--- src/rtl/reg_file_sync_if.sv ---
// Register-file access bus: one write port and two read ports.
interface reg_file_sync_if #(
    parameter int unsigned DATA_W = 8,
    parameter int unsigned ADDR_W = 3
);
    logic [DATA_W-1:0] IN;
    logic [ADDR_W-1:0] INADDRESS;
    logic              WRITE;
    logic [ADDR_W-1:0] OUT1ADDRESS;
    logic [ADDR_W-1:0] OUT2ADDRESS;
    logic [DATA_W-1:0] OUT1;
    logic [DATA_W-1:0] OUT2;

    // Requester side (ALU / control).
    modport master (
        output IN, INADDRESS, WRITE, OUT1ADDRESS, OUT2ADDRESS,
        input  OUT1, OUT2
    );

    // Register-file side.
    modport slave (
        input  IN, INADDRESS, WRITE, OUT1ADDRESS, OUT2ADDRESS,
        output OUT1, OUT2
    );
endinterface

--- src/rtl/reg_file_sync.sv ---
// 2**ADDR_W x DATA_W register file, one write port, two registered read ports.
// Synchronous active-high reset clears the array and both outputs.
module reg_file_sync #(
    parameter int unsigned DATA_W = 8,
    parameter int unsigned ADDR_W = 3,
    parameter bit          BYPASS = 1'b1
) (
    input  logic              CLK,
    input  logic              RESET,
    reg_file_sync_if.slave    bus
);
    localparam int unsigned DEPTH = 1 << ADDR_W;

    logic [DATA_W-1:0] regs [DEPTH];
    logic [DATA_W-1:0] out1_q;
    logic [DATA_W-1:0] out2_q;
    logic [DATA_W-1:0] rd1_c;
    logic [DATA_W-1:0] rd2_c;
    logic              hit1_c;
    logic              hit2_c;

    // Read-data select: forward write data on an address match when bypass is enabled.
    always_comb begin
        hit1_c = 1'b0;
        hit2_c = 1'b0;
        rd1_c  = regs[bus.OUT1ADDRESS];
        rd2_c  = regs[bus.OUT2ADDRESS];
        if (BYPASS) begin
            hit1_c = bus.WRITE && (bus.OUT1ADDRESS == bus.INADDRESS);
            hit2_c = bus.WRITE && (bus.OUT2ADDRESS == bus.INADDRESS);
        end
        if (hit1_c) rd1_c = bus.IN;
        if (hit2_c) rd2_c = bus.IN;
    end

    // Register array; reset wins over a write presented in the same cycle.
    always_ff @(posedge CLK) begin
        if (RESET) begin
            for (int i = 0; i < int'(DEPTH); i++) begin
                regs[i] <= '0;
            end
        end else if (bus.WRITE) begin
            regs[bus.INADDRESS] <= bus.IN;
        end
    end

    // Registered read ports, stable for a full cycle.
    always_ff @(posedge CLK) begin
        if (RESET) begin
            out1_q <= '0;
            out2_q <= '0;
        end else begin
            out1_q <= rd1_c;
            out2_q <= rd2_c;
        end
    end

    assign bus.OUT1 = out1_q;
    assign bus.OUT2 = out2_q;
endmodule

--- src/flat_wrapper.sv ---
// flat-port wrapper written by rule: the top's interface ports become plain ports
module reg_file_sync_flat 
#(
    parameter int unsigned DATA_W = 8,
    parameter int unsigned ADDR_W = 3,
    parameter bit          BYPASS = 1'b1
)
  (CLK, RESET, bus_IN, bus_INADDRESS, bus_WRITE, bus_OUT1ADDRESS, bus_OUT2ADDRESS, bus_OUT1, bus_OUT2);
  reg_file_sync_if #(.DATA_W(DATA_W), .ADDR_W(ADDR_W)) bus_i ();
  input  logic CLK;
  input  logic RESET;
  input wire logic [$bits(bus_i.IN)-1:0] bus_IN;
  input wire logic [$bits(bus_i.INADDRESS)-1:0] bus_INADDRESS;
  input wire logic [$bits(bus_i.WRITE)-1:0] bus_WRITE;
  input wire logic [$bits(bus_i.OUT1ADDRESS)-1:0] bus_OUT1ADDRESS;
  input wire logic [$bits(bus_i.OUT2ADDRESS)-1:0] bus_OUT2ADDRESS;
  output wire logic [$bits(bus_i.OUT1)-1:0] bus_OUT1;
  output wire logic [$bits(bus_i.OUT2)-1:0] bus_OUT2;
  assign bus_i.IN = bus_IN;
  assign bus_i.INADDRESS = bus_INADDRESS;
  assign bus_i.WRITE = bus_WRITE;
  assign bus_i.OUT1ADDRESS = bus_OUT1ADDRESS;
  assign bus_i.OUT2ADDRESS = bus_OUT2ADDRESS;
  assign bus_OUT1 = bus_i.OUT1;
  assign bus_OUT2 = bus_i.OUT2;
  reg_file_sync #(.DATA_W(DATA_W), .ADDR_W(ADDR_W), .BYPASS(BYPASS)) u_core (.CLK(CLK), .RESET(RESET), .bus(bus_i));
endmodule
--- config.mk ---
export PLATFORM = sky130hd
export DESIGN_NAME = reg_file_sync_flat
export DESIGN_NICKNAME = d
export VERILOG_FILES = /design/src/rtl/reg_file_sync_if.sv /design/src/rtl/reg_file_sync.sv /design/src/flat_wrapper.sv
export SDC_FILE = /design/constraint.sdc
export NUM_CORES = 1
export LEC_CHECK = 0
export ABC_CLOCK_PERIOD_IN_PS = 1600
export BUFFER_PORTS_ARGS = -buffer_cell sky130_fd_sc_hd__buf_2
export CAP_MARGIN = 10
export CORE_UTILIZATION = 50
export DETAILED_ROUTE_END_ITERATION = 8
export GPL_TIMING_DRIVEN = 0
export PLACE_DENSITY_LB_ADDON = 0.05
export SLEW_MARGIN = 0
export SYNTH_ARGS = -nofsm -noshare
export SYNTH_HDL_FRONTEND = slang
export SYNTH_SLANG_ARGS = --single-unit
--- constraint.sdc ---
create_clock -name CLK -period 1.6 [get_ports CLK]
set_clock_uncertainty 0.1 [all_clocks]
set_input_delay 0.32 -clock CLK [delete_from_list [all_inputs] [get_ports CLK]]
set_output_delay 0.32 -clock CLK [all_outputs]
set_load 0.03 [all_outputs]
==> run metrics <==
outcome finished, final reports clean; FF-to-FF path depth 3; Total GRT Usage 23.6%; sequential area share after synthesis 54.8%; Yosys top cell by area edfxtp_1; Finished Cell Area roughly 0.0047 mm2; Sw Share about 25%; Max Cap Viol 0; drt drc 0; post-layout min period 1.56 ns; r2r endpoint u_core.bus.OUT2[4]; Detailed Place HPWL 6400 um; Rows 32; clock slew seen by the registers of the worst setup and hold paths 0.08 ns; Port Buffer Count 27; Crit. Startpoint RESET; Reg power frac 51.8%; EDFF count, synth 64; fmax roughly 640 MHz; Main synth FF type edfxtp_1; synth top area cells edfxtp_1 (47%), mux4_2 (11%), and2_1 (9.8%); Vias/cell 5.91; area grow syn2layout 14.0%; syn avg cell area 15.2 um2; Net Count, Synth 290; Max Slew Vio Count 0; synth cell count leaders and2_1 (64), edfxtp_1 (64), nor2_1 (22); GP Congestion roughly 0.76; pwr/cell area 1010 mW/mm2; placed inst area 0.00436 mm2; data required time of the worst path 1.55 ns; largest net degree at the start of global routing 14; VDD IR max 0.546 mV; number of hold violations in the final report 0; drt first pass iters 4; first-pass GRT wire length around 14,000 um; clk sinks 80; hold crit path type in2reg; n_diodes 0; total routed wirelength ~9200 um; CTS tree done; cell area after synthesis 0.00409 mm2; Synth cell types 21; synthesis-stage register bit count 80; Hold Crit Depth 3; CTS root buf clkbuf_8; Max Root-Sink Buffers 2; Net Switching 1160 uW; Detail Route Antenna Nets 0; Power Internal 3560 uW; Hold Crit Endpoint u_core.bus.OUT2[3]; initial core utilization 52.4%; grt total ovfl 0; Logic pwr share 13.9%; post-synth top area share 47.0%; crit path DAT 1.52 ns; Die H 92.5 um; die area 0.00855 mm2; YS warnings 0; DP Cell Count 399; kind of critical path in2reg; Leak Pwr approximately 0.0017 uW; max_slew headroom 64.0%; Hold Startpoint bus_IN[3]; fin nets 330; endpoint class of the critical path flop; vias in the first global route 2,441; FF-to-FF setup slack 0.13 ns; DRT iter0 DRCs 129; post-route clock period utilization 97.6%; Worst R2R Start u_core.regs[3][4]; CTS buffer count 9; Worst-Skew Late Latency 0.35 ns; Slew @ Worst Pin 0.539 ns; via count 2,463; critical path launch point type primary input; I/O Pins 36; Async SR Flop Fraction 0%; clock power share 34.3%; core area 0.00781 mm2; Final setup viols 0; antenna violations before repair 0; die extent in x 92.5 um; Routed WL per cell about 22 um; Non-Filler Instances 417; Post-Synthesis Cells 270; share of cells above drive strength 1 31.1%; CP Max Fanout 9; htree depth 3
[per-layer routing]
layer | part of all wire [%] | track usage (%)
met5 | 0.39 | 3.85
met4 | 3.0 | 12.9
met3 | 5.8 | 3.20
met2 | 50 | 38.1
met1 | 40 | 30.6
[cells by family (layout without fill, tap and decap cells)]
kind of cell	after synthesis	after routing	synth area share, %
simple gates	104	104	15.0
buf+inv	16	61	3.36
compound gates	16	16	2.94
xor+xnor	6	6	1.28
mux	48	48	22.6
flops	80	80	54.8
[how the worst max path moves through the flow]
stage	endpoint	slack [ns]	cells past startpoint
2_1_floorplan	u_core.regs[5][0]	0.09	4
5_1_grt	u_core.regs[7][6]	-0.02	5
6_report	u_core.regs[1][6]	0.04	6
3_3_place_gp	u_core.regs[5][4]	-0.52	5
3_5_place_dp	u_core.regs[2][5]	-0.58	5
4_1_cts	u_core.regs[4][4]	-0.16	5
[per-stage QoR]
step / util [%] / hold WS [ns] / worst slack, ns / power [uW] / TNS [ns]
floorplan: - / 0.403 / 0.0860 / 2930 / 0
global placement: 55.8 / 0.607 / -0.523 / 3120 / -41.87
detailed placement: 55.8 / 0.615 / -0.581 / 3140 / -46.42
CTS: 58.8 / 0.234 / -0.161 / 4730 / -6.17
global route: 59.7 / 0.255 / -0.0207 / 4890 / -0.148
finish: 59.7 / 0.248 / 0.0379 / 4720 / 0
[registers in the layout, indices dropped and copies added (netlist names)]
signal,cells
u_core.bus.OUT2,8
u_core.regs,64
u_core.bus.OUT1,8
[final cells by class]
cell class	instances	area [um2]
buffer	16	138
clock buffer	11	131
clock inverter	5	81.3
fill	612	3140
multi-input combinational	174	1780
sequential	80	2240
tap	102	128
timing repair buffer	29	163
[layout by cell type, fill, tap and decap left out, drive strengths merged]
master	count
or2	8
mux2i	16
nand2	2
nand4	2
dfxtp	16
nor2b	1
edfxtp	64
clkinv	2
buf	43
nand2b	3
bufinv	2
nor3	2
xnor2	6
mux4	32
clkinvlp	1
and2	64
nor2	22
a211oi	16
clkbuf	13
[power groups by stage]
stage	clock, uW	sequential (uW)	combinational [uW]
after CTS	1640	2450	649
after global routing	1730	2460	697
after detailed placement	0	2500	645
after global placement	0	2480	641
final	1620	2450	655
after floorplan	0	2560	370
[critical path, stage by stage]
cell and delay (ns):
buf_2 0.15, nor2b_4 0.24, nand2_2 0.19, nor3_4 0.26, buf_12 0.15, or2_4 0.19
[repair_timing]
item,CTS,global route
endpoints found under the setup margin,64,56
hold endpoints to repair,0,0
hold buffers,0,0
gates resized for setup,3,14
buffers inserted,1,1
pin swaps,1,1
(Power assumes the default switching activity.)
